===== config.mk =====
export PLATFORM = sky130hd
export DESIGN_NAME = subtraction_unit_flat
export DESIGN_NICKNAME = d
export VERILOG_FILES = /design/src/rtl/subtraction_unit_if.sv /design/src/rtl/subtraction_unit.sv /design/src/flat_wrapper.sv
export SDC_FILE = /design/constraint.sdc
export NUM_CORES = 1
export LEC_CHECK = 0
export CORE_AREA = 2 2 42 44
export DETAILED_ROUTE_END_ITERATION = 10
export DIE_AREA = 0 0 44 46
export PLACE_DENSITY = 0.69
export SLEW_MARGIN = 20
export SYNTH_ARGS = -nofsm -noshare
export SYNTH_HDL_FRONTEND = slang
export SYNTH_SLANG_ARGS = --single-unit

===== constraint.sdc =====
create_clock -name clk -period 0.8 [get_ports clk]
set_input_delay 0.16 -clock clk [delete_from_list [all_inputs] [get_ports clk]]
set_output_delay 0.16 -clock clk [all_outputs]
set_load 0.05 [all_outputs]

===== src/rtl/subtraction_unit_if.sv =====
// Operand/result bundle for subtraction_unit.
// Signal names match the original flat port list so integrators can map one-to-one.
interface subtraction_unit_if #(
  parameter int unsigned WIDTH = 4
);
  // Request side, driven by the producer of operands
  logic             in_valid;
  logic [WIDTH-1:0] A;
  logic [WIDTH-1:0] B;
  logic             BorrowIN;
  logic             ovf_clr;

  // Result side, driven by the subtractor
  logic             out_valid;
  logic [WIDTH-1:0] Y;
  logic             BorrowOUT;
  logic             overflow;
  logic             zero;
  logic             negative;
  logic             ovf_sticky;

  modport master (
    output in_valid, A, B, BorrowIN, ovf_clr,
    input  out_valid, Y, BorrowOUT, overflow, zero, negative, ovf_sticky
  );

  modport slave (
    input  in_valid, A, B, BorrowIN, ovf_clr,
    output out_valid, Y, BorrowOUT, overflow, zero, negative, ovf_sticky
  );
endinterface


===== src/rtl/subtraction_unit.sv =====
// Registered WIDTH-bit subtractor: Y = A - B - BorrowIN, one-cycle latency.
// Flags: BorrowOUT (unsigned), overflow (two's complement), zero, negative,
// plus a sticky overflow bit cleared by ovf_clr (a new overflow wins the same cycle).
// Optional macro SUB_SATURATE_EN: on overflow Y clamps to max-positive / min-negative
// depending on the sign of A; overflow/BorrowOUT/ovf_sticky still describe the raw result.
module subtraction_unit #(
  parameter int unsigned WIDTH = 4
) (
  input  logic               clk,
  input  logic               rst_n,
  subtraction_unit_if.slave  bus
);

  localparam int unsigned MSB = WIDTH - 1;

  logic [WIDTH:0]   w_diff;
  logic [WIDTH-1:0] w_y_raw;
  logic [WIDTH-1:0] w_y;
  logic             w_borrow;
  logic             w_ovf;
  logic             w_zero;
  logic             w_neg;
  logic             w_accept;

  logic [WIDTH-1:0] r_y;
  logic             r_borrow;
  logic             r_ovf;
  logic             r_zero;
  logic             r_neg;
  logic             r_valid;
  logic             r_sticky;

  assign w_accept = bus.in_valid;

  // Extended-width difference: the extra top bit is the unsigned borrow-out
  always_comb begin
    w_diff   = {1'b0, bus.A} - {1'b0, bus.B} - {{WIDTH{1'b0}}, bus.BorrowIN};
    w_y_raw  = w_diff[WIDTH-1:0];
    w_borrow = w_diff[WIDTH];
    w_ovf    = (bus.A[MSB] != bus.B[MSB]) && (w_y_raw[MSB] != bus.A[MSB]);
  end

`ifdef SUB_SATURATE_EN
  // Clamp towards the sign of the minuend when the signed result overflowed
  always_comb begin
    w_y = w_y_raw;
    if (w_ovf) begin
      if (bus.A[MSB]) begin
        w_y = {1'b1, {(WIDTH-1){1'b0}}};
      end else begin
        w_y = {1'b0, {(WIDTH-1){1'b1}}};
      end
    end
  end
`else
  // Plain modulo-2^WIDTH result
  always_comb begin
    w_y = w_y_raw;
  end
`endif

  // zero/negative follow the value that will actually be registered
  always_comb begin
    w_zero = (w_y == '0);
    w_neg  = w_y[MSB];
  end

  // Result register: loads on accepted operations, otherwise holds
  always_ff @(posedge clk or negedge rst_n) begin
    if (!rst_n) begin
      r_y      <= '0;
      r_borrow <= 1'b0;
      r_ovf    <= 1'b0;
      r_zero   <= 1'b0;
      r_neg    <= 1'b0;
      r_valid  <= 1'b0;
    end else begin
      r_valid <= w_accept;
      if (w_accept) begin
        r_y      <= w_y;
        r_borrow <= w_borrow;
        r_ovf    <= w_ovf;
        r_zero   <= w_zero;
        r_neg    <= w_neg;
      end
    end
  end

  // Sticky overflow: set by an accepted overflow, which takes priority over ovf_clr
  always_ff @(posedge clk or negedge rst_n) begin
    if (!rst_n) begin
      r_sticky <= 1'b0;
    end else if (w_accept && w_ovf) begin
      r_sticky <= 1'b1;
    end else if (bus.ovf_clr) begin
      r_sticky <= 1'b0;
    end
  end

  assign bus.out_valid  = r_valid;
  assign bus.Y          = r_y;
  assign bus.BorrowOUT  = r_borrow;
  assign bus.overflow   = r_ovf;
  assign bus.zero       = r_zero;
  assign bus.negative   = r_neg;
  assign bus.ovf_sticky = r_sticky;

endmodule


===== src/flat_wrapper.sv =====
// flat-port wrapper written by rule: the top's interface ports become plain ports
module subtraction_unit_flat 
#(
  parameter int unsigned WIDTH = 4
)
  (clk, rst_n, bus_in_valid, bus_A, bus_B, bus_BorrowIN, bus_ovf_clr, bus_out_valid, bus_Y, bus_BorrowOUT, bus_overflow, bus_zero, bus_negative, bus_ovf_sticky);
  subtraction_unit_if #(.WIDTH(WIDTH)) bus_i ();
  input  logic clk;
  input  logic rst_n;
  input wire logic [$bits(bus_i.in_valid)-1:0] bus_in_valid;
  input wire logic [$bits(bus_i.A)-1:0] bus_A;
  input wire logic [$bits(bus_i.B)-1:0] bus_B;
  input wire logic [$bits(bus_i.BorrowIN)-1:0] bus_BorrowIN;
  input wire logic [$bits(bus_i.ovf_clr)-1:0] bus_ovf_clr;
  output wire logic [$bits(bus_i.out_valid)-1:0] bus_out_valid;
  output wire logic [$bits(bus_i.Y)-1:0] bus_Y;
  output wire logic [$bits(bus_i.BorrowOUT)-1:0] bus_BorrowOUT;
  output wire logic [$bits(bus_i.overflow)-1:0] bus_overflow;
  output wire logic [$bits(bus_i.zero)-1:0] bus_zero;
  output wire logic [$bits(bus_i.negative)-1:0] bus_negative;
  output wire logic [$bits(bus_i.ovf_sticky)-1:0] bus_ovf_sticky;
  assign bus_i.in_valid = bus_in_valid;
  assign bus_i.A = bus_A;
  assign bus_i.B = bus_B;
  assign bus_i.BorrowIN = bus_BorrowIN;
  assign bus_i.ovf_clr = bus_ovf_clr;
  assign bus_out_valid = bus_i.out_valid;
  assign bus_Y = bus_i.Y;
  assign bus_BorrowOUT = bus_i.BorrowOUT;
  assign bus_overflow = bus_i.overflow;
  assign bus_zero = bus_i.zero;
  assign bus_negative = bus_i.negative;
  assign bus_ovf_sticky = bus_i.ovf_sticky;
  subtraction_unit #(.WIDTH(WIDTH)) u_core (.clk(clk), .rst_n(rst_n), .bus(bus_i));
endmodule

==> metrics.txt, run 1 <==
worst hold-check slack 167 ps; type of element capturing the critical path register; vias after detailed routing 505; crit path setup slack, layout -727 ps; switching power as a share of total power 0.381; status finished with violations; number of DRC violations after detailed-routing iteration 0 4; count of input and output buffers 22; RSZ-0062 raised after global routing yes; Inserted Clock Buffers 3; number of antenna cells inserted 0; portion of total power attributed to combinational logic 0.598; count of clock tree sinks 9; post-synthesis net count 74; Die Footprint about 2000 um2; Filler Cells Inserted 108; dominant register cell in the synthesized netlist sky130_fd_sc_hd__dfrtp_1; Cell Rows 15; detailed placement HPWL 914 um; share of total power in sequential cells 0.261; clock-pin slew reported for the worst setup and hold paths after clock tree synthesis 60 ps; core area about 1600 um2; critical-path cell with the highest stage delay sky130_fd_sc_hd__fa_2; Finished Cell Area 1150 um2; starting density of the core 0.348; Max-slew headroom 0.813; minimum clock period 1530 ps; achievable frequency about 0.65 GHz; chip width between 40 and 50 um; top cells by area in the synthesized netlist sky130_fd_sc_hd__dfrtp_1 40%, sky130_fd_sc_hd__ha_1 13%, sky130_fd_sc_hd__inv_1 7.3%; wire per inst 11.0 um; aggregate routed wire length 1230 um; portion of netlist area occupied by mux cells 0.0468; yosys warns 0; worst-path cell chain buf_8 > inv_4 > fa_2 > inv_2 > ha_4 > o21ai_4 > nand3b_4 > xor2_2 > mux2_4; number of antenna violations at the first check in global routing 0; Hold Fails Final Rpt 0; PD cells 2180 nW/um2; part of the total power dissipated in the clock network 0.141; count of nets left with antenna violations after detail routing 0; area delta synth->final 104%; share of the clock period used by the worst path after layout 1.91; I/O Pins 23; number of enable flip-flop cells after synthesis 0; fraction of final layout cells with drive strength greater than 1 0.596; Clock Tree Root sky130_fd_sc_hd__clkbuf_4; Synth Cell Area 562 um2; Setup-failing EPs final 18; max-slew violation count 0; failing checks setup timing; all-layer global routing usage 0.138; adder-cell area share of the yosys netlist 0.205; reported max-cap violation count 0; longest individual stage delay on the worst path 580 ps; Post-Synth Simple-Gate Area 0.0735; fraction of the yosys area taken by sequential cells 0.401; xor/xnor share of the synthesized area 0.0935; vertical die dimension 46 um; CP Launch Type primary input; total of flip-flops plus latches after synthesis 9; vias in the first global route 492; Leak 0.544 nW; WP buf/inv 3; most common cell in the netlist sky130_fd_sc_hd__inv_1; number of buffers inserted for hold repair after clock tree synthesis 0; routed vias/inst 4.55; area share of the largest cell type after synthesis 0.401; wire length of the first global-routing pass 1920 um; final layout net count 116; internal power 1.54 mW; worst endpoint required time between 900 and 1000 ps; Area after DPL 1000 um2; maximum level of the CTS H-tree 1; synthesized area divided by synthesized cell count 10.6 um2; number of buffers on the longest clock path 2; WS Path Type primary input to register; critical path data arrival time 1680 ps; main combinational cell family by area after synthesis adder cells; share of the synthesized area in compound gates (AO/OA/AOI/OAI) 0.0846; total chip power 2.49 mW; final estimated routing congestion in global placement 0.700; Synth async-reset ratio 1.00; Post-Route Skew 0 ps; IR drop worst, VDD 881 uV; net switching power of the design 950 uW; Place WS -1420 ps; most instantiated cells after synthesis 11 x sky130_fd_sc_hd__inv_1, 9 x sky130_fd_sc_hd__dfrtp_1, 6 x sky130_fd_sc_hd__ha_1; total DRC errors in the routed layout 0; worst min path class primary input to asynchronous set/reset pin; global-route congestion overflow total 0; biggest area consumer among synthesized cells sky130_fd_sc_hd__dfrtp_1; post-synthesis cell type count 18; clock tree from TritonCTS yes; Top delay family on crit path adder cells; insertion delay to the later sink of the worst-skew pair 270 ps; synthesized netlist cell count 53; router iterations before antenna repair 2; maximum number of pins on one net before global-route repair 10; slew of the pin with the lowest slew margin approximately 280 ps; highest fanout seen on the critical path 2
logic make-up after synthesis:
family,count (synthesis)
muxes,2
buffers and inverters,13
DFF,9
xor gates and xnor gates,6
AOI/OAI and AO/OA,8
and+or+nand+nor,7
adders and majority gates,8
layer usage:
layer	part of all wire	track usage
met2	0.57	0.250
met1	0.33	0.126
met3	0.070	0.0516
met4	0.033	0.0970
met5	0	0
per-stage QoR:
step	util	TNS, ps	std cells
after floorplan	-	-5660	53
after global placement	0.622	-10060	100
after detailed placement	0.622	-10310	100
after CTS	0.684	-6800	109
after global routing	0.710	-7460	111
final	0.710	-6710	111
cells in the final DEF, fill, tap and decap left out, drive strengths merged, types with 2 or more instances in the layout:
master	n
dlygate4sd2	5
buf	30
dfrtp	9
fa	2
nor2	3
inv	11
clkbuf	4
xnor2	4
o22ai	3
clkdlybuf4s50	4
a21oi	4
xor2	2
ha	6
mux2	2
final timing paths:
check | start | endpoint | slack, ps | cells after the start
max in group asynchronous | rst_n | u_core.bus.out_valid | 500 | 2
setup / recovery | bus_B[0] | u_core.bus.negative | -730 | 9
hold reg to reg | u_core.bus.zero | u_core.bus.zero | 580 | 2
setup reg to reg | u_core.bus.Y[0] | u_core.bus.Y[0] | -150 | 4
min in group clk | bus_B[3] | u_core.bus.BorrowOUT | 450 | 4
hold / removal | rst_n | u_core.bus.zero | 170 | 2
state kept, by name (all words and copies together), names as in the netlist:
name	count
u_core.bus.BorrowOUT	1
u_core.bus.Y	3
u_core.bus.negative	1
u_core.bus.out_valid	1
u_core.bus.overflow	1
u_core.bus.ovf_sticky	1
u_core.bus.zero	1
power groups by stage:
stage / Sequential, mW / Combinational, mW / Clock, mW
floorplan: 0.912 / 0.399 / 0
global placement: 0.658 / 1.28 / 0
detailed placement: 0.665 / 1.30 / 0
CTS: 0.654 / 1.43 / 0.359
global route: 0.669 / 1.57 / 0.373
finish: 0.651 / 1.49 / 0.352
cell type report:
class	count	area [um2]	share of cell area
Inverter	11	43.8	0.0382
Sequential cell	9	225	0.197
Tap cell	17	21.3	0.0186
Multi-Input combinational cell	31	383	0.334
Timing Repair Buffer	39	447	0.390
Clock buffer	4	26.3	0.0229
timing repair:
item / in CTS / in global routing
gates cloned: 0 / 0
gates resized for setup: 29 / 6
setup endpoints to repair: 18 / 18
pin swaps: 10 / 4
setup buffers: 5 / 2
Power figures use the tool's default switching activity.
==> run 2, diff against run 1 <==
Settings changed: ABC_AREA set to 1, CORE_AREA 2 2 42 44 to 2 2 43 45, DIE_AREA 0 0 44 46 to 0 0 45 47, PLACE_DENSITY 0.69 to 0.67, REMOVE_ABC_BUFFERS set to 1.
==> metrics.txt, run 2 <==
Inserted Clock Buffers 3; wire per inst ~10 um; clock tree from TritonCTS yes; share of the synthesized area in compound gates (AO/OA/AOI/OAI) 0.0406; type of element capturing the critical path register; starting density of the core 0.355; flip-flop count of the largest register after layout 3; WS Path Type primary input to register; critical-path cell with the highest stage delay sky130_fd_sc_hd__fa_2; clock-pin slew reported for the worst setup and hold paths after clock tree synthesis 60 ps; post-synthesis cell type count 18; status finished with violations; DP Cell Count 113; aggregate routed wire length about 1300 um; slew of the pin with the lowest slew margin 250 ps; insertion delay to the later sink of the worst-skew pair 250 ps; IR drop worst, VDD 838 uV; Leak 0.566 nW; yosys warns 0; number of buffers on the longest clock path 2; terminus of the critical flop-to-flop path u_core.bus.Y[1]; post-route core utilization 0.689; achievable frequency 0.694 GHz; reg2reg setup slack 30 ps; crit path setup slack, layout -640 ps; area share of the largest cell type after synthesis 0.385; Post-Synth Simple-Gate Area 0.252; Levels on crit path 11; PD cells between 1500 and 2000 nW/um2; leading cell type in the layout, fill and taps excluded sky130_fd_sc_hd__nand2_1; top cells by area in the synthesized netlist sky130_fd_sc_hd__dfrtp_1 38%, sky130_fd_sc_hd__nand2_1 15%, sky130_fd_sc_hd__ha_1 13%; most instantiated cells after synthesis 23 x sky130_fd_sc_hd__nand2_1, 11 x sky130_fd_sc_hd__inv_1, 9 x sky130_fd_sc_hd__dfrtp_1; most common cell in the netlist sky130_fd_sc_hd__nand2_1; Clock Tree Root sky130_fd_sc_hd__clkbuf_4; vias after detailed routing between 500 and 600; synthesized netlist cell count 70; failing checks setup timing; dominant register cell in the synthesized netlist sky130_fd_sc_hd__dfrtp_1; Worst Setup EP u_core.bus.overflow; total DRC errors in the routed layout 0; fraction of the yosys area taken by sequential cells 0.385; Die Footprint about 2100 um2; vertical die dimension 47 um; WP buf/inv 3; number of antenna violations at the first check in global routing 0; final cell count without fillers 124; share of the clock period used by the worst path after layout 1.80; Top delay family on crit path adder cells; Multi-input gate area 400 um2; total chip power 2.15 mW; worst-path cell chain buf_6 > inv_2 > fa_2 > inv_2 > ha_4 > o21ai_4 > nand2_2 > nand2_2 > nand3_2 > nand3_2 > nand2_1; vias in the first global route 529; global-route congestion overflow total 0; routed vias/inst 4.51; count of nets left with antenna violations after detail routing 0; Hold Fails Final Rpt 0; portion of netlist area occupied by mux cells 0; detailed placement HPWL between 900 and 1000 um; reported max-cap violation count 0; total of flip-flops plus latches after synthesis 9; number of enable flip-flop cells after synthesis 0; I/O Pins 23; longest individual stage delay on the worst path 580 ps; maximum number of pins on one net before global-route repair 11; commonest cells after routing, fill and taps aside 19 x sky130_fd_sc_hd__nand2_1, 11 x sky130_fd_sc_hd__buf_12, 11 x sky130_fd_sc_hd__buf_4, 9 x sky130_fd_sc_hd__inv_2, 8 x sky130_fd_sc_hd__dfrtp_1; count of clock tree sinks 9; number of DRC violations after detailed-routing iteration 0 8; area delta synth->final 94.4%; Cell Rows 15; core area 1650 um2; xor/xnor share of the synthesized area 0.0299; CP Launch Type primary input; synthesized area divided by synthesized cell count 8.37 um2; final estimated routing congestion in global placement 0.709; start point of the critical path bus_B[0]; number of antenna cells inserted 0; worst min path class primary input to asynchronous set/reset pin; RSZ-0062 raised after global routing yes; count of input and output buffers 22; max-slew violation count 0; count of cells along the worst register-to-register path 3; fraction of final layout cells with drive strength greater than 1 0.533; critical path data arrival time 1580 ps; minimum clock period 1440 ps; Filler Cells Inserted 136; maximum level of the CTS H-tree 1; Setup-failing EPs final 18; biggest area consumer among synthesized cells sky130_fd_sc_hd__dfrtp_1; chip width 45 um; worst endpoint required time about 940 ps; Synth async-reset ratio 1.00; router iterations before antenna repair 4; Synth Cell Area 586 um2; Max-slew headroom 0.833; wire length of the first global-routing pass 2040 um; main combinational cell family by area after synthesis simple AND/OR/NAND/NOR gates; all-layer global routing usage 0.139; area used by sequential logic in the layout 226 um2; highest fanout seen on the critical path 3; adder-cell area share of the yosys netlist 0.197; final layout net count 129; launching point of the worst reg2reg path u_core.bus.Y[1]; Post-Route Skew 0 ps
-- run 2: worst min path at each step --
stage | endpoint | from
global route | u_core.bus.out_valid | rst_n
floorplan | u_core.bus.BorrowOUT | rst_n
finish | u_core.bus.zero | rst_n
global placement | u_core.bus.out_valid | rst_n
CTS | u_core.bus.zero | rst_n
detailed placement | u_core.bus.out_valid | rst_n
-- run 2: logic make-up after synthesis --
logic type	after synthesis
compound gates	4
xor+xnor	2
fa+ha+maj	8
buf+inv	14
flops	9
simple gates	33
-- run 2: what timing repair did --
item,4_1_cts,5_1_grt
buffers inserted,4,3
pin swaps,11,4
resized for setup,42,1
hold buffers,0,0
setup endpoints to repair,18,18
hold endpoints to repair,0,0
-- run 2: layout make-up --
type	instances	share of cell area
well taps	17	0.0187
flip-flops and latches	9	0.199
clock buffers	4	0.0231
inverters	13	0.0429
repair buffers	34	0.365
multi-input cells	47	0.352
-- run 2: worst register-to-register path, delay by kind of cell, from the launching register on --
kind                   cells  cell delay [ps]
and+or+nand+nor            2              110
buffers and inverters      1              140
DFF                        1              410
-- run 2: power breakdown --
part	internal, mW	switching (mW)
registers	0.529	0.0814
logic	0.615	0.593
clock network	0.191	0.136
-- run 2: metal layers --
metal  track usage  share of wire
met1         0.141           0.37
met2         0.257           0.55
met3        0.0192          0.064
met4         0.106          0.017
met5             0              0
-- run 2: metrics by stage --
stage / area (um2) / TNS [ps] / hold WS [ps] / setup WS (ps)
finish: 1140 / -5980 / 231 / -640
global route: 1140 / -6680 / 238 / -688
CTS: 1110 / -6000 / 233 / -601
detailed placement: 970 / -10210 / 487 / -1370
global placement: 970 / -9910 / 498 / -1330
floorplan: 578 / -6120 / -136 / -820
